==> config.mk <==
export PLATFORM = sky130hd
export DESIGN_NAME = ov7670_bringup_seq
export DESIGN_NICKNAME = d
export VERILOG_FILES = /design/src/rtl/ov7670_pkg.sv /design/src/rtl/seq_delay_timer.sv /design/src/rtl/ov7670_bringup_seq.sv
export SDC_FILE = /design/constraint.sdc
export NUM_CORES = 1
export LEC_CHECK = 0
export ABC_AREA = 1
export BUFFER_PORTS_ARGS = -buffer_cell sky130_fd_sc_hd__clkbuf_2
export CORE_ASPECT_RATIO = 2
export CORE_MARGIN = 8
export CORE_UTILIZATION = 40
export DETAILED_ROUTE_END_ITERATION = 8
export PLACE_DENSITY_LB_ADDON = 0.15
export SETUP_SLACK_MARGIN = 0.5
export SLEW_MARGIN = 0
export SYNTH_ARGS = -nofsm -noshare
export SYNTH_HDL_FRONTEND = slang
export SYNTH_SLANG_ARGS = --single-unit
==> constraint.sdc <==
create_clock -name i_Clk -period 2 [get_ports i_Clk]
set_input_delay 0.2 -clock i_Clk [delete_from_list [all_inputs] [get_ports i_Clk]]
set_output_delay 0.2 -clock i_Clk [all_outputs]
set_load 0.05 [all_outputs]
==> src/rtl/ov7670_pkg.sv <==
// Shared state codes, pin-level output decode and default 25 MHz timing for the OV7670 bring-up path.
// Purely declarative: no logic, no latency, no flow control.
package ov7670_pkg;

  typedef enum logic [2:0] {
    ST_WAIT_LOCK = 3'd0,
    ST_PWDN      = 3'd1,
    ST_RESET     = 3'd2,
    ST_SETTLE    = 3'd3,
    ST_CFG_START = 3'd4,
    ST_CFG_WAIT  = 3'd5,
    ST_RUN       = 3'd6,
    ST_FAULT     = 3'd7
  } state_t;

  typedef struct packed {
    logic pwdn;
    logic resetn;
    logic start;
    logic cap_en;
    logic ready;
    logic fault;
  } pins_t;

  // Defaults at 25 MHz: 1 ms PWDN, 1 ms RESET#, 1 s settle, 2 s watchdog.
  localparam int DEF_LOCK_FILTER        = 1024;
  localparam int DEF_PWDN_CYCLES        = 25000;
  localparam int DEF_RESET_CYCLES       = 25000;
  localparam int DEF_SETTLE_CYCLES      = 25000000;
  localparam int DEF_CFG_TIMEOUT_CYCLES = 50000000;
  localparam int DEF_MAX_RETRIES        = 3;

  function automatic int max2(input int a, input int b);
    return (a > b) ? a : b;
  endfunction

  function automatic pins_t decode_pins(input state_t s);
    pins_t p;
    p = '{pwdn: 1'b1, resetn: 1'b0, start: 1'b0, cap_en: 1'b0, ready: 1'b0, fault: 1'b0};
    unique case (s)
      ST_WAIT_LOCK, ST_PWDN: p.pwdn = 1'b1;
      ST_RESET:              p.pwdn = 1'b0;
      ST_SETTLE, ST_CFG_WAIT: begin
        p.pwdn   = 1'b0;
        p.resetn = 1'b1;
      end
      ST_CFG_START: begin
        p.pwdn   = 1'b0;
        p.resetn = 1'b1;
        p.start  = 1'b1;
      end
      ST_RUN: begin
        p.pwdn   = 1'b0;
        p.resetn = 1'b1;
        p.cap_en = 1'b1;
        p.ready  = 1'b1;
      end
      ST_FAULT: p.fault = 1'b1;
    endcase
    return p;
  endfunction

endpackage

==> src/rtl/seq_delay_timer.sv <==
// Loadable down-counter; done is high while the count sits at zero, so loading N-1 gives an N-cycle interval.
// Load takes effect on the next edge; no backpressure, counts freely and holds at zero.
module seq_delay_timer #(
  parameter int W = 8
) (
  input  logic         clk,
  input  logic         rst,
  input  logic         load,
  input  logic [W-1:0] value,
  output logic         done
);

  logic [W-1:0] count;

  always_ff @(posedge clk or posedge rst) begin
    if (rst) begin
      count <= '0;
    end else if (load) begin
      count <= value;
    end else if (count != '0) begin
      count <= count - W'(1);
    end
  end

  assign done = (count == '0);

endmodule

==> src/rtl/ov7670_bringup_seq.sv <==
// OV7670 power-up/config sequencer: PLL lock filter, PWDN/RESET# timing, supervised SCCB load, capture enable.
// Moore outputs (one cycle after inputs); CFG_WAIT watchdog only when BRINGUP_TIMEOUT_EN is defined.
module ov7670_bringup_seq
  import ov7670_pkg::*;
#(
  parameter int LOCK_FILTER        = DEF_LOCK_FILTER,
  parameter int PWDN_CYCLES        = DEF_PWDN_CYCLES,
  parameter int RESET_CYCLES       = DEF_RESET_CYCLES,
  parameter int SETTLE_CYCLES      = DEF_SETTLE_CYCLES,
  parameter int CFG_TIMEOUT_CYCLES = DEF_CFG_TIMEOUT_CYCLES,
  parameter int MAX_RETRIES        = DEF_MAX_RETRIES
) (
  input  logic       i_Clk,
  input  logic       i_Rst,
  input  logic       i_Pll_Locked,
  input  logic       i_Cfg_Done,
  input  logic       i_Cfg_Err,
  output logic       o_Cam_Pwdn,
  output logic       o_Cam_Resetn,
  output logic       o_Cfg_Start,
  output logic       o_Capture_En,
  output logic       o_Ready,
  output logic       o_Fault,
  output logic [2:0] o_State
);

`ifdef BRINGUP_TIMEOUT_EN
  localparam int TMR_MAX = max2(max2(PWDN_CYCLES, RESET_CYCLES),
                                max2(SETTLE_CYCLES, CFG_TIMEOUT_CYCLES));
`else
  localparam int TMR_MAX = max2(max2(PWDN_CYCLES, RESET_CYCLES), SETTLE_CYCLES);
`endif
  localparam int TW = $clog2(TMR_MAX + 1);
  localparam int FW = $clog2(LOCK_FILTER + 1);
  localparam int RW = $clog2(MAX_RETRIES + 1);

  localparam logic [TW-1:0] PWDN_LOAD   = TW'(PWDN_CYCLES - 1);
  localparam logic [TW-1:0] RESET_LOAD  = TW'(RESET_CYCLES - 1);
  localparam logic [TW-1:0] SETTLE_LOAD = TW'(SETTLE_CYCLES - 1);
`ifdef BRINGUP_TIMEOUT_EN
  localparam logic [TW-1:0] TIMEOUT_LOAD = TW'(CFG_TIMEOUT_CYCLES - 1);
`endif
  localparam logic [FW-1:0] FILT_LAST = FW'(LOCK_FILTER - 1);

  state_t        state;
  state_t        state_nxt;
  logic [FW-1:0] filt_cnt;
  logic [FW-1:0] filt_nxt;
  logic [RW-1:0] retry_cnt;
  logic [RW-1:0] retry_nxt;
  logic          tmr_load;
  logic [TW-1:0] tmr_value;
  logic          tmr_done;
  logic          cfg_expired;
  pins_t         pins;

  seq_delay_timer #(.W(TW)) u_timer (
    .clk   (i_Clk),
    .rst   (i_Rst),
    .load  (tmr_load),
    .value (tmr_value),
    .done  (tmr_done)
  );

`ifdef BRINGUP_TIMEOUT_EN
  assign cfg_expired = tmr_done;
`else
  assign cfg_expired = 1'b0;
`endif

  always_ff @(posedge i_Clk or posedge i_Rst) begin
    if (i_Rst) begin
      state     <= ST_WAIT_LOCK;
      filt_cnt  <= '0;
      retry_cnt <= '0;
    end else begin
      state     <= state_nxt;
      filt_cnt  <= filt_nxt;
      retry_cnt <= retry_nxt;
    end
  end

  always_comb begin
    state_nxt = state;
    retry_nxt = retry_cnt;
    tmr_load  = 1'b0;
    tmr_value = '0;

    unique case (state)
      ST_WAIT_LOCK: begin
        if (i_Pll_Locked && filt_cnt == FILT_LAST) begin
          state_nxt = ST_PWDN;
          tmr_load  = 1'b1;
          tmr_value = PWDN_LOAD;
        end
      end
      ST_PWDN: begin
        if (tmr_done) begin
          state_nxt = ST_RESET;
          tmr_load  = 1'b1;
          tmr_value = RESET_LOAD;
        end
      end
      ST_RESET: begin
        if (tmr_done) begin
          state_nxt = ST_SETTLE;
          tmr_load  = 1'b1;
          tmr_value = SETTLE_LOAD;
        end
      end
      ST_SETTLE: begin
        if (tmr_done) state_nxt = ST_CFG_START;
      end
      ST_CFG_START: begin
        state_nxt = ST_CFG_WAIT;
`ifdef BRINGUP_TIMEOUT_EN
        tmr_load  = 1'b1;
        tmr_value = TIMEOUT_LOAD;
`endif
      end
      ST_CFG_WAIT: begin
        // Err is checked first so a simultaneous Done/Err counts as a failure.
        if (i_Cfg_Err || cfg_expired) begin
          retry_nxt = retry_cnt + RW'(1);
          if (int'(retry_nxt) < MAX_RETRIES) begin
            state_nxt = ST_RESET;
            tmr_load  = 1'b1;
            tmr_value = RESET_LOAD;
          end else begin
            state_nxt = ST_FAULT;
          end
        end else if (i_Cfg_Done) begin
          state_nxt = ST_RUN;
          retry_nxt = '0;
        end
      end
      ST_RUN:   state_nxt = ST_RUN;
      ST_FAULT: state_nxt = ST_FAULT;
    endcase

    // Lock loss overrides everything except the terminal fault; retry history survives.
    if (!i_Pll_Locked && state != ST_WAIT_LOCK && state != ST_FAULT) begin
      state_nxt = ST_WAIT_LOCK;
      retry_nxt = retry_cnt;
      tmr_load  = 1'b0;
      tmr_value = '0;
    end
  end

  always_comb begin
    filt_nxt = '0;
    if (state == ST_WAIT_LOCK && i_Pll_Locked && state_nxt == ST_WAIT_LOCK) begin
      filt_nxt = filt_cnt + FW'(1);
    end
  end

  assign pins         = decode_pins(state);
  assign o_Cam_Pwdn   = pins.pwdn;
  assign o_Cam_Resetn = pins.resetn;
  assign o_Cfg_Start  = pins.start;
  assign o_Capture_En = pins.cap_en;
  assign o_Ready      = pins.ready;
  assign o_Fault      = pins.fault;
  assign o_State      = state;

endmodule

== After elaboration in Yosys (flattened, before gate mapping) ==
Cells that the tools add are included.
Word-level totals
  bits in registers: 41
  input bits: 5
  word-level logic and storage cells: 67
Cells by class
  bitwise logic cells: 1
  multiplexer cells: 32
  reductions and logical operators: 17
  magnitude comparators: 1
  equality and inequality tests: 9
  $add $sub $neg: 3
Operator list (count)
  two-way mux 25 bit: 4
  case mux 25 bit (4 select lines): 1
  two-way mux 15 bit: 4
  zero test 25 bit: 1
  nonzero test 25 bit: 1
  subtractor 25 x 1 -> 25 bit (second input constant): 1
  two-way mux 3 bit: 8
  case mux 3 bit (8 select lines): 1
  equality test 3 bit (second input constant): 4
  adder 11 x 1 -> 11 bit (second input constant): 1
  equality test 11 x 10 -> 1 bit (second input constant): 1
  two-way mux 11 bit: 1
  two-way mux 1 bit: 9
  equality test 3 x 2 -> 1 bit (second input constant): 2
  zero test 3 bit: 2
  two-way mux 2 bit: 3
  logical AND 1 bit: 5
  OR reduction 5 bit: 1
  nonzero test 2 bit: 2
  OR reduction 4 bit: 1
  equality test 3 x 1 -> 1 bit (second input constant): 1
  != test 3 bit (second input constant): 1
  case mux 1 bit (3 select lines): 1
  AND reduction 3 bit: 1
  other kinds (6): 6

== Longest topological paths before layout ==
Gate-level depths: netlist of the first run.
  depth after elaboration: 9
  mapped depth: 12
  depth with buffers taken out: 12

== By module ==
A second synthesis of the first run with hierarchy kept.
Second synthesis, totals
  cells, all modules: 407
  area total of the unflattened synthesis: 2821.5 µm²
Modules (own cells, without submodules)
  seq_delay_timer: area an instance 1767.9 µm², seq. area each 625.6 µm², cells an instance 266, instances 1
  ov7670_bringup_seq: area an instance 1053.5 µm², seq. area each 400.4 µm², cells an instance 141, instances 1

== Worst setup path before layout of the first run ==
OpenSTA, ideal clock, no wires.
  path kind: register to output
  start point: register state[0], in the netlist o_State[0]
  end point: output port o_Ready
  arrival time: 1.935 ns
  data required time: 1.800 ns
  stages on the path, launching flop included: 5
  slack: -0.135 ns
  cells stage by stage: dfrtp_1 inv_1 nand2_1 nor2_1 buf_4
On the way
  longest elaborated chain between the ends: 2
Ends and longest elaborated chain
  start, declared: RTL line ov7670_bringup_seq.sv:45  | state_t state;
  start signal, assigned: RTL line ov7670_bringup_seq.sv:77  | state <= state_nxt;
  equality test 3 bit: RTL line ov7670_pkg.sv:40  | unique case (s)
  two-way mux 2 bit: RTL line ov7670_pkg.sv:40
  end, declared: RTL line ov7670_bringup_seq.sv:22  | output logic o_Ready,
No other way between the ends.

== Final worst setup path of the first run ==
  start point: register filt_cnt[1]
  end point: register u_timer.count[7]
On the way
  longest elaborated chain between the ends: 6
  elaborated cells on any way between the ends: 10
  those cells by class: eq/ne (1); mux (7); reduce/logical (2)
Ends and longest elaborated chain
  start, declared: RTL line ov7670_bringup_seq.sv:47  | logic [FW-1:0] filt_cnt;
  start signal, assigned: RTL line ov7670_bringup_seq.sv:78  | filt_cnt <= filt_nxt;
  equality test 11 x 10 -> 1 bit *: RTL line ov7670_bringup_seq.sv:91  | if (i_Pll_Locked && filt_cnt == FILT_LAST) begin
  logical AND 1 bit *: RTL line ov7670_bringup_seq.sv:91
  two-way mux 15 bit / two-way mux 1 bit (equally long branches): RTL line ov7670_bringup_seq.sv:91
  case mux 25 bit (4 select lines) / case mux 1 bit (3 select lines) (equally long branches): RTL line ov7670_bringup_seq.sv:89  | unique case (state)
  two-way mux 25 bit / two-way mux 1 bit (equally long branches): RTL line ov7670_bringup_seq.sv:142  | if (!i_Pll_Locked && state != ST_WAIT_LOCK && state != ST_FAULT) begin
  two-way mux 25 bit / nonzero test 2 bit (equally long branches)
  end signal, assigned: RTL line seq_delay_timer.sv:19  | count <= value;
  end signal, assigned: RTL line seq_delay_timer.sv:21  | count <= count - W'(1);
  end, declared: RTL line seq_delay_timer.sv:13  | logic [W-1:0] count;
Mark *: on every way between the ends. The rest lies on a longest branch, timed or not.
A chain may end at the register's enable or synchronous reset.

==> run summary, run 1 <==
area share of and/or/nand/nor cells after synthesis -> 0.360
critical path capture point type -> register
Final ANT Viol Nets -> 0
DRT Wirelength -> 6970 um
Synth Cell Area -> 2590 sq um
main combinational cell family by area after synthesis -> simple AND/OR/NAND/NOR gates
DR pass1 iterations -> 4
Post-Synth Adder-Cell Area -> 0.0145
die area -> 9460 sq um
core area -> 6310 sq um
Die W -> 72.9 um
DRC -> 0
Seq cells post-synth -> 41
RR Startpoint -> filt_cnt[1]
share of cells above drive strength 1 -> 0.405
r2r endpoint -> u_timer.count[7]
Fmax -> 0.576 GHz
worst-path fanout max -> 3
H-tree Lvls -> 2
cts hold-fix bufs -> 0
main area contributors after synthesis -> dfrtp_1 40%, nand2_1 9.9%, nor2_1 8.4%
WP data required -> 2.22 ns
flop2flop setup slack -> 0.26 ns
Synth cell types -> 30
Sw Share -> 0.382
Slew @ Worst Pin -> 0.544 ns
Tcrit/Tclk final -> 0.868
Nets -> 402
Comb pwr share -> 0.412
maximum VDD drop -> 674 uV
Clock Skew -> 0.00639 ns
Starting DRT DRC Count -> 62
Mapped Cells -> 333
leakage power -> 1.81 nW
Max clock buf depth -> 2
CTS root buf -> clkbuf_16
mux cell area share after synthesis -> 0
worst path cell trace -> ha_2, nand2_2, nor2_4, buf_6, nand4_1, nor2_4, nor2_2, nand2_2, nand2_4, inv_2, a21oi_2, nor2_1
Critical Setup Path Class -> reg -> reg
Critical Path AT -> 1.96 ns
max incr delay on CP -> 0.36 ns
top cell type's share of synthesized area -> 0.396
Int Pwr -> 2.45 mW
DR vias -> 2350
Switching Power -> 1.51 mW
worst hold-check path type -> in -> async
Worst-path clk slew -> 0.06 ns
final RePlAce weighted congestion -> 0.885
final hold vios -> 0
Syn. warnings -> 0
GR Overflow Total -> 0
Clock power frac -> 0.271
P per Cell Area -> 1090 nW/um^2
largest net degree at the start of global routing -> 42
post-layout min period -> 1.74 ns
initial antenna violation count -> 0
CTS tree -> done
global-route wire length before repair -> 11000 um
Mean Syn Cell Area -> 7.77 sq um
clk_lat worst skew -> 0.29 ns
gr usage total -> 0.153
Detailed Place HPWL -> 4840 um
largest area contributor in the netlist -> dfrtp_1
syn_nets -> 341
Top Family by Delay on Critical Path -> simple AND/OR/NAND/NOR gates
status -> complete, no violations
IO Port Bufs -> 13
CTS Buf Count -> 5
DR vias/cell -> 4.89
row cnt -> 41
die height -> 130 um
Initial Utilization -> 0.410
relative slew slack -> 0.637
Worst Path Buf+Inv -> 2
Finish-stage setup viols -> 0
IO Pins -> 14
Setup crit start kind -> register
total clock sinks -> 41
RSZ-0062 raised after global routing -> true
vias in the first global route -> 2423
max_cap viols -> 0
sequential area share after synthesis -> 0.396
WL/cell -> 14.5 um
fin. max-slew vios -> 0
reg2reg path depth -> 12
Worst path slowest cell -> dfrtp_1
setup TNS -> 0 ns
register share of total power -> 0.317
complex-gate fraction of the synthesized area -> 0.0725
Core Util, Final -> 0.573
n_diodes -> 0
P&R area growth vs syn -> 39.8%
post-synthesis xor/xnor area fraction -> 0.0846
[cells by family (layout without fill, tap and decap cells)]
kind of cell / count (synthesis) / after routing
simple gates: 186 / 186
xor+xnor: 25 / 25
flops: 41 / 41
compound gates: 34 / 34
buf+inv: 44 / 106
fa+ha+maj: 3 / 3
[worst max path at each step]
stage                                    to        startpoint  slack, ns  cells past startpoint
after floorplan           u_timer.count[11]        o_State[0]       0.35                      7
after global placement    u_timer.count[17]  u_timer.count[1]       0.12                     13
after detailed placement   u_timer.count[3]       filt_cnt[0]       0.08                      9
after CTS                 u_timer.count[15]  u_timer.count[3]       0.30                     10
after global routing       u_timer.count[8]       filt_cnt[1]       0.14                     12
final                      u_timer.count[7]       filt_cnt[1]       0.26                     12
[power by group through the flow]
stage,sequential [mW],combinational [mW],clock (mW)
final,1.26,1.63,1.07
after global placement,1.26,1.17,0
after floorplan,1.24,0.884,0
after detailed placement,1.26,1.19,0
after CTS,1.23,1.48,1.09
after global routing,1.28,1.79,1.12
[layer usage]
metal  global-route usage  share of wire  up-vias
met4               0.0962          0.047        0
met5                    0              0        -
met2                0.312           0.60       32
met3               0.0184          0.017       16
li1                     -              -     1173
met1                0.129           0.34     1129
[cells in the mapped netlist]
| cell | instances |
|---|---|
| nor2_2 | 6 |
| ha_1 | 3 |
| nor3_1 | 6 |
| nor3_4 | 3 |
| a31oi_1 | 1 |
| xnor2_1 | 15 |
| nor2_1 | 58 |
| inv_4 | 1 |
| nand3_2 | 2 |
| inv_2 | 2 |
| nand3_1 | 19 |
| buf_6 | 2 |
| a21oi_2 | 3 |
| nand2_2 | 6 |
| nand4_2 | 1 |
| and2_1 | 3 |
| o21ai_1 | 1 |
| nand4_1 | 4 |
| buf_4 | 1 |
| nor2_8 | 3 |
| o211ai_1 | 2 |
| inv_1 | 38 |
| nand2_1 | 68 |
| nand2_4 | 5 |
| o21ai_0 | 13 |
| a21oi_1 | 14 |
| dfrtp_1 | 41 |
| nor2_4 | 1 |
| or2_2 | 1 |
| xor2_1 | 10 |
[layout by cell type (no fill, tap or decap), drive strengths merged, types with 14 or more instances in the layout]
| cell | n |
|---|---|
| nand2 | 79 |
| nor2 | 68 |
| buf | 46 |
| inv | 42 |
| dfrtp | 41 |
| nand3 | 21 |
| a21oi | 17 |
| xnor2 | 15 |
| clkbuf | 15 |
| o21ai | 14 |
[worst min-delay path: cells and delay by family]
kind	cells	cell delay, ns
buf+inv	3	0.55
[area by class of cell]
| class | instances | area (sq um) |
|---|---|---|
| Multi-Input combinational cell | 248 | 1660 |
| Fill cell | 596 | 2690 |
| Inverter | 41 | 169 |
| Timing Repair inverter | 1 | 6.26 |
| Tap cell | 86 | 108 |
| Sequential cell | 41 | 1030 |
| Clock inverter | 3 | 68.8 |
| Timing Repair Buffer | 56 | 455 |
| Clock buffer | 5 | 125 |
[stage by stage]
stage	std cells	area, sq um	total power [mW]	setup WS (ns)	hold slack (ns)
after floorplan	333	2650	2.12	0.348	0.343
after global placement	436	2840	2.43	0.115	0.340
after detailed placement	436	2840	2.45	0.0845	0.342
after CTS	469	3400	3.80	0.299	0.0333
after global routing	481	3620	4.19	0.142	0.0706
final	481	3620	3.96	0.263	0.00170
[what timing repair did]
| action | 4_1_cts | 5_1_grt |
|---|---|---|
| resized for setup | 43 | 41 |
| gates cloned | 1 | 0 |
| endpoints found under the setup margin | 44 | 45 |
| pin swaps | 16 | 23 |
| setup buffers | 24 | 12 |
[registers in the layout (all words and copies together) (netlist names)]
signal         count
filt_cnt          11
retry_cnt          2
o_State            3
u_timer.count     25
(Power assumes the default switching activity.)
==> inputs of run 2 (changes only) <==
clock period = 1.79 ns   (was 2 ns; I/O delays follow)
==> run 2 against run 1 <==
Net effect:
- utilization increased by 7.9 points
- total power increased by 21%
- clock power about the same
- via count increased by 11%
- clock-buffer cell count increased by 1
==> run summary, run 2 (same netlist as run 1, synthesis figures left out) <==
status -> complete, no violations (unchanged)
Initial Utilization -> 0.410 (unchanged)
Die W -> 72.9 um (unchanged)
r2r endpoint -> o_State[0] (was u_timer.count[7])
Int Pwr -> 2.94 mW (was 2.45 mW)
max incr delay on CP -> 0.43 ns (was 0.36 ns)
Clock power frac -> 0.227 (was 0.271)
gr usage total -> 0.167 (was 0.153)
register area -> 1040 sq um (was 1030 sq um)
Tcrit/Tclk final -> 0.959 (was 0.868)
P&R area growth vs syn -> 59.0% (was 39.8%)
register with the most flip-flops -> u_timer.count (unchanged)
WP data required -> 1.97 ns (was 2.22 ns)
busiest layer in global routing -> met2 (unchanged)
DR pass1 iterations -> 4 (unchanged)
DRC -> 0 (unchanged)
Switching Power -> 1.87 mW (was 1.51 mW)
RSZ-0062 raised after global routing -> true (unchanged)
worst path cell trace -> nor2_2, nand2_2, nor2_2, nand2_2, nor2_8, inv_6, o21ai_1, nand3_1, o21ai_2, inv_1 (was ha_2, nand2_2, nor2_4, buf_6, nand4_1, nor2_4, nor2_2, nand2_2, nand2_4, inv_2, a21oi_2, nor2_1)
critical path capture point type -> register (unchanged)
grt met2 use -> 0.333 (was 0.312)
core area -> 6310 sq um (unchanged)
Critical Path AT -> 1.90 ns (was 1.96 ns)
DRT Wirelength -> 7980 um (was 6970 um)
max FFs per register -> 25 (unchanged)
Worst path slowest cell -> dfrtp_1 (unchanged)
register share of total power -> 0.291 (was 0.317)
RR Startpoint -> u_timer.count[17] (was filt_cnt[1])
Fillers -> 512 (was 596)
GR Overflow Total -> 0 (unchanged)
CTS Buf Count -> 5 (unchanged)
Clock Skew -> 0.00377 ns (was 0.00639 ns)
Final ANT Viol Nets -> 0 (unchanged)
initial antenna violation count -> 0 (unchanged)
CTS tree -> done (unchanged)
worst hold-check path type -> in -> reg (was in -> async)
worst-path fanout max -> 7 (was 3)
Comb pwr share -> 0.482 (was 0.412)
commonest non-fill, non-tap cell in the layout -> buf_4 (was nand2_1)
Worst Path Buf+Inv -> 2 (unchanged)
Critical Setup Path Class -> reg -> reg (unchanged)
IO Pins -> 14 (unchanged)
WL/cell -> 15.4 um (was 14.5 um)
leakage power -> 2.09 nW (was 1.81 nW)
Finish-stage setup viols -> 0 (unchanged)
vias in the first global route -> 2663 (was 2423)
WHS Endpoint -> retry_cnt[1]
flop2flop setup slack -> 0.07 ns (was 0.26 ns)
hold path depth -> 3
Slew @ Worst Pin -> 0.812 ns (was 0.544 ns)
Nets -> 441 (was 402)
Fmax -> 0.582 GHz (was 0.576 GHz)
Min-Delay Startpoint -> i_Cfg_Err
GR Util met3 -> 0.0261 (was 0.0184)
setup TNS -> 0 ns (unchanged)
clk_lat worst skew -> 0.29 ns (about the same)
Power, Total -> 4.80 mW (was 3.96 mW)
die area -> 9460 sq um (unchanged)
reg2reg path depth -> 10 (was 12)
row cnt -> 41 (unchanged)
Max clock buf depth -> 2 (unchanged)
fin. max-slew vios -> 0 (unchanged)
n_diodes -> 0 (unchanged)
final RePlAce weighted congestion -> 0.879 (was 0.885)
area of the multi-input gates -> 1760 sq um (was 1660 sq um)
total clock sinks -> 41 (unchanged)
largest net degree at the start of global routing -> 22 (was 42)
Top Family by Delay on Critical Path -> simple AND/OR/NAND/NOR gates (unchanged)
final hold vios -> 0 (unchanged)
global-route wire length before repair -> 11900 um (was 11000 um)
met1 usage -> 0.138 (was 0.129)
Worst-path clk slew -> 0.06 ns (about the same)
critical path depth -> 10 (was 12)
post-layout min period -> 1.72 ns (was 1.74 ns)
IO Port Bufs -> 13 (unchanged)
DR vias -> 2615 (was 2350)
share of cells above drive strength 1 -> 0.507 (was 0.405)
maximum VDD drop -> 965 uV (was 674 uV)
die height -> 130 um (unchanged)
DR vias/cell -> 5.03 (was 4.89)
CTS root buf -> clkbuf_16 (unchanged)
P per Cell Area -> 1170 nW/um^2 (was 1090 nW/um^2)
Setup crit start kind -> register (unchanged)
Starting DRT DRC Count -> 108 (was 62)
H-tree Lvls -> 2 (unchanged)
most frequent cells in the layout -> 63 x buf_4, 54 x nand2_1, 35 x dfrtp_1 (was 58 x nand2_1, 39 x buf_4, 38 x nor2_1)
max_cap viols -> 0 (unchanged)
Detailed Place HPWL -> 5260 um (was 4840 um)
Sw Share -> 0.388 (was 0.382)
relative slew slack -> 0.455 (was 0.637)
## run 2: cell count changes in the layout (fill, tap and decap cells not counted), moves of 6 or more
cell / previous run / this run
nor2_2: 17 / 24
buf_4: 39 / 63
nand2_4: 5 / 11
nor2_1: 38 / 27
buf_6: 4 / 19
## run 2: worst reg2reg max path, cell delays in order (launching register included)
cell and delay, ns:
dfrtp_1 0.43, nor2_2 0.15, nand2_2 0.08, nor2_2 0.13, nand2_2 0.11, nor2_8 0.24
inv_6 0.07, o21ai_1 0.08, nand3_1 0.12, o21ai_2 0.14, inv_1 0.05
## run 2: power by group through the flow
stage,Clock [mW],Combinational [mW],Sequential (mW)
after floorplan,0,0.986,1.40
after global placement,0,1.58,1.39
after global routing,1.13,2.50,1.42
after CTS,1.10,2.02,1.39
final,1.09,2.32,1.40
after detailed placement,0,1.60,1.39
## run 2: timing repair
action | 4_1_cts | 5_1_grt
buffers inserted | 24 | 22
hold endpoints to repair | 19 | 0
setup endpoints to repair | 47 | 49
pin swaps | 29 | 26
gates cloned | 1 | 0
hold buffers | 1 | 0
resized for setup | 88 | 68
## run 2: routing by layer
metal	wire length [um]	up-vias
met5	0	-
met4	540	0
met3	255	40
met2	4650	71
met1	2540	1258
li1	-	1246
## run 2: through the flow
stage	hold slack (ns)	setup slack [ns]	area, sq um	utilization	std cells
detailed placement	0.249	-0.0274	3050	0.483	464
floorplan	0.322	0.162	2650	-	333
global route	0.163	0.00891	4120	0.652	520
finish	0.152	0.0729	4120	0.652	520
global placement	0.245	0.00151	3050	0.483	464
CTS	0.151	0.135	3750	0.594	498
## run 2: final cells by class
type | instances | share of cell area
clock buffers | 6 | 0.0337
clock inverters | 2 | 0.00912
inverters | 41 | 0.0447
multi-input cells | 248 | 0.427
flip-flops and latches | 41 | 0.252
well taps | 86 | 0.0261
repair buffers | 95 | 0.207
repair inverters | 1 | 0.000912
## run 2: worst max path at each step
stage | from | endpoint
floorplan | u_timer.count[0] | u_timer.count[3]
global placement | u_timer.count[0] | u_timer.count[23]
detailed placement | u_timer.count[1] | u_timer.count[18]
CTS | u_timer.count[0] | u_timer.count[22]
global route | u_timer.count[17] | o_State[0]
finish | u_timer.count[17] | o_State[0]
==> inputs of run 3 (changes only) <==
CORE_UTILIZATION = 60   (was 40)
clock period = 1.9 ns   (was 1.79 ns; I/O delays follow)
==> run 3 against run 2 <==
Net effect:
- setup slack worse by 0.072 ns
- critical endpoint is now u_timer.count[19]
- combinational power up 4%
- critical path depth is the same
- fmax shrank 9.6%
- critical path type unchanged
- largest power group unchanged
==> run summary, run 3 (same netlist as run 1, synthesis figures left out) <==
Place WS -> -0.0117 ns (was -0.0274 ns)
maximum VDD drop -> 1170 uV (was 965 uV)
IO Port Bufs -> 13 (unchanged)
post-layout min period -> 1.90 ns (was 1.72 ns)
status -> complete, no violations (unchanged)
Core Util, Final -> 0.941 (was 0.652)
n_diodes -> 0 (unchanged)
fin. max-slew vios -> 0 (unchanged)
largest net degree at the start of global routing -> 23 (was 22)
clk_lat worst skew -> 0.32 ns (was 0.29 ns)
GR Overflow Total -> 0 (unchanged)
DRC -> 0 (unchanged)
relative slew slack -> 0.706 (was 0.455)
Slew @ Worst Pin -> 0.438 ns (was 0.812 ns)
WHS -> 0.188 ns (was 0.152 ns)
Initial Utilization -> 0.609 (was 0.410)
IO Pins -> 14 (unchanged)
P per Cell Area -> 1150 nW/um^2 (was 1170 nW/um^2)
Fillers -> 131 (was 512)
Tcrit/Tclk final -> 1.00 (was 0.959)
Clock power frac -> 0.171 (was 0.227)
Critical Setup Path Class -> reg -> reg (unchanged)
register with the most flip-flops -> u_timer.count (unchanged)
Starting DRT DRC Count -> 420 (was 108)
final hold vios -> 0 (unchanged)
gr usage total -> 0.245 (was 0.167)
P&R area growth vs syn -> 54.7% (was 59.0%)
DRT Wirelength -> 12100 um (was 7980 um)
WP data required -> 2.13 ns (was 1.97 ns)
Placed Area -> 2810 sq um (was 3050 sq um)
CTS root buf -> clkbuf_8 (was clkbuf_16)
worst hold-check path type -> in -> reg (unchanged)
fin area -> 4010 sq um (was 4120 sq um)
critical path capture point type -> register (unchanged)
met1 usage -> 0.264 (was 0.138)
global-route wire length before repair -> 13300 um (was 11900 um)
Switching Power -> 2.10 mW (was 1.87 mW)
H-tree Lvls -> 2 (unchanged)
Clock Skew -> 0.0184 ns (was 0.00377 ns)
Die W -> 62.4 um (was 72.9 um)
worst-path fanout max -> 2 (was 7)
Fmax -> 0.527 GHz (was 0.582 GHz)
Critical Path AT -> 2.13 ns (was 1.90 ns)
vias in the first global route -> 2774 (was 2663)
die area -> 6800 sq um (was 9460 sq um)
DR vias -> 3112 (was 2615)
total clock sinks -> 41 (unchanged)
Setup WS post-layout -> 0.000691 ns (was 0.0729 ns)
Comb pwr share -> 0.525 (was 0.482)
Detailed Place HPWL -> 4250 um (was 5260 um)
commonest non-fill, non-tap cell in the layout -> nand2_1 (was buf_4)
Final ANT Viol Nets -> 0 (unchanged)
Nets -> 423 (was 441)
grt met2 use -> 0.458 (was 0.333)
RSZ-0062 raised after global routing -> true (unchanged)
max_cap viols -> 0 (unchanged)
Sw Share -> 0.457 (was 0.388)
Worst-path clk slew -> 0.09 ns (was 0.06 ns)
WL/cell -> 25.7 um (was 15.4 um)
die height -> 109 um (was 130 um)
Setup crit start kind -> register (unchanged)
max FFs per register -> 25 (unchanged)
Int Pwr -> 2.49 mW (was 2.94 mW)
leakage power -> 1.97 nW (was 2.09 nW)
register share of total power -> 0.304 (was 0.291)
GR Util met3 -> 0.0370 (was 0.0261)
busiest layer in global routing -> met2 (unchanged)
final RePlAce weighted congestion -> 0.895 (was 0.879)
Max clock buf depth -> 2 (unchanged)
share of cells above drive strength 1 -> 0.507 (about the same)
CTS Buf Count -> 5 (unchanged)
area of the multi-input gates -> 1880 sq um (was 1760 sq um)
register area -> 1030 sq um (was 1040 sq um)
row cnt -> 34 (was 41)
initial antenna violation count -> 0 (unchanged)
DR pass1 iterations -> 6 (was 4)
DR vias/cell -> 6.62 (was 5.03)
CTS tree -> done (unchanged)
core area -> 4250 sq um (was 6310 sq um)
Finish-stage setup viols -> 0 (unchanged)
most frequent cells in the layout -> 51 x nand2_1, 48 x buf_4, 36 x dfrtp_1 (was 63 x buf_4, 54 x nand2_1, 35 x dfrtp_1)
-- run 3: cell types whose count changed in the layout (fill, tap and decap cells not counted), moves of 3 or more --
cell       previous run  this run
clkbuf_8              2         6
a21oi_1              13         4
nand2_1              54        51
nor2_2               24        14
a21oi_2               3        11
buf_6                19        12
nor2_4               14        22
clkbuf_16             6         1
buf_4                63        48
inv_2                 7         4
-- run 3: critical path, stage by stage, from the launching register on --
cell and delay [ns]:
dfrtp_1 0.45, buf_4 0.17, nor2_1 0.15, inv_1 0.10, nor2_1 0.19, nand2_1 0.09, nor2_1 0.09, nand2_1 0.09
xnor2_1 0.21, nand2_1 0.11, a21oi_2 0.17
-- run 3: final cells by class --
type | instances | area share
Timing Repair inverter | 1 | 0.00219
Timing Repair Buffer | 77 | 0.177
Clock inverter | 1 | 0.00750
Multi-Input combinational cell | 248 | 0.470
Clock buffer | 7 | 0.0216
Tap cell | 54 | 0.0169
Inverter | 41 | 0.0465
Sequential cell | 41 | 0.258
-- run 3: final timing paths --
path | start | endpoint | slack [ns] | cells after the start
worst max-delay path | u_timer.count[11] | u_timer.count[19] | 0.0007 | 10
worst min-delay path | i_Cfg_Err | retry_cnt[1] | 0.19 | 3
worst max register to register | u_timer.count[11] | u_timer.count[19] | 0.0007 | 10
worst min register to register | filt_cnt[2] | filt_cnt[2] | 0.57 | 1
max in group asynchronous | i_Rst | u_timer.count[2] | 1.12 | 4
min in group asynchronous | i_Rst | u_timer.count[9] | 0.46 | 4
-- run 3: per-stage QoR --
step | power (mW) | instances | setup TNS, ns
finish | 4.59 | 470 | 0
global route | 4.69 | 470 | -0.387
CTS | 3.78 | 452 | 0
detailed placement | 2.55 | 405 | -0.0128
global placement | 2.51 | 405 | 0
floorplan | 2.24 | 333 | 0
-- run 3: timing repair --
item,4_1_cts,5_1_grt
endpoints found under the hold margin,41,0
hold buffers,1,0
cloned,1,0
buffers inserted,37,18
endpoints found under the setup margin,46,47
gates resized for setup,78,92
pin swaps,27,33
-- run 3: per-layer routing --
| layer | up-vias | part of all wire | wire length [um] |
|---|---|---|---|
| met2 | 286 | 0.50 | 6030 |
| met5 | - | 0 | 0 |
| met1 | 1477 | 0.31 | 3700 |
| met4 | 0 | 0.11 | 1350 |
| li1 | 1216 | - | - |
| met3 | 133 | 0.083 | 1010 |
-- run 3: power by group through the flow --
stage          combinational, mW  sequential [mW]  clock [mW]
3_3_place_gp                1.21             1.30           0
4_1_cts                     1.75             1.29       0.742
6_report                    2.41             1.39       0.783
3_5_place_dp                1.24             1.31           0
2_1_floorplan              0.928             1.31           0
5_1_grt                     2.49             1.39       0.806
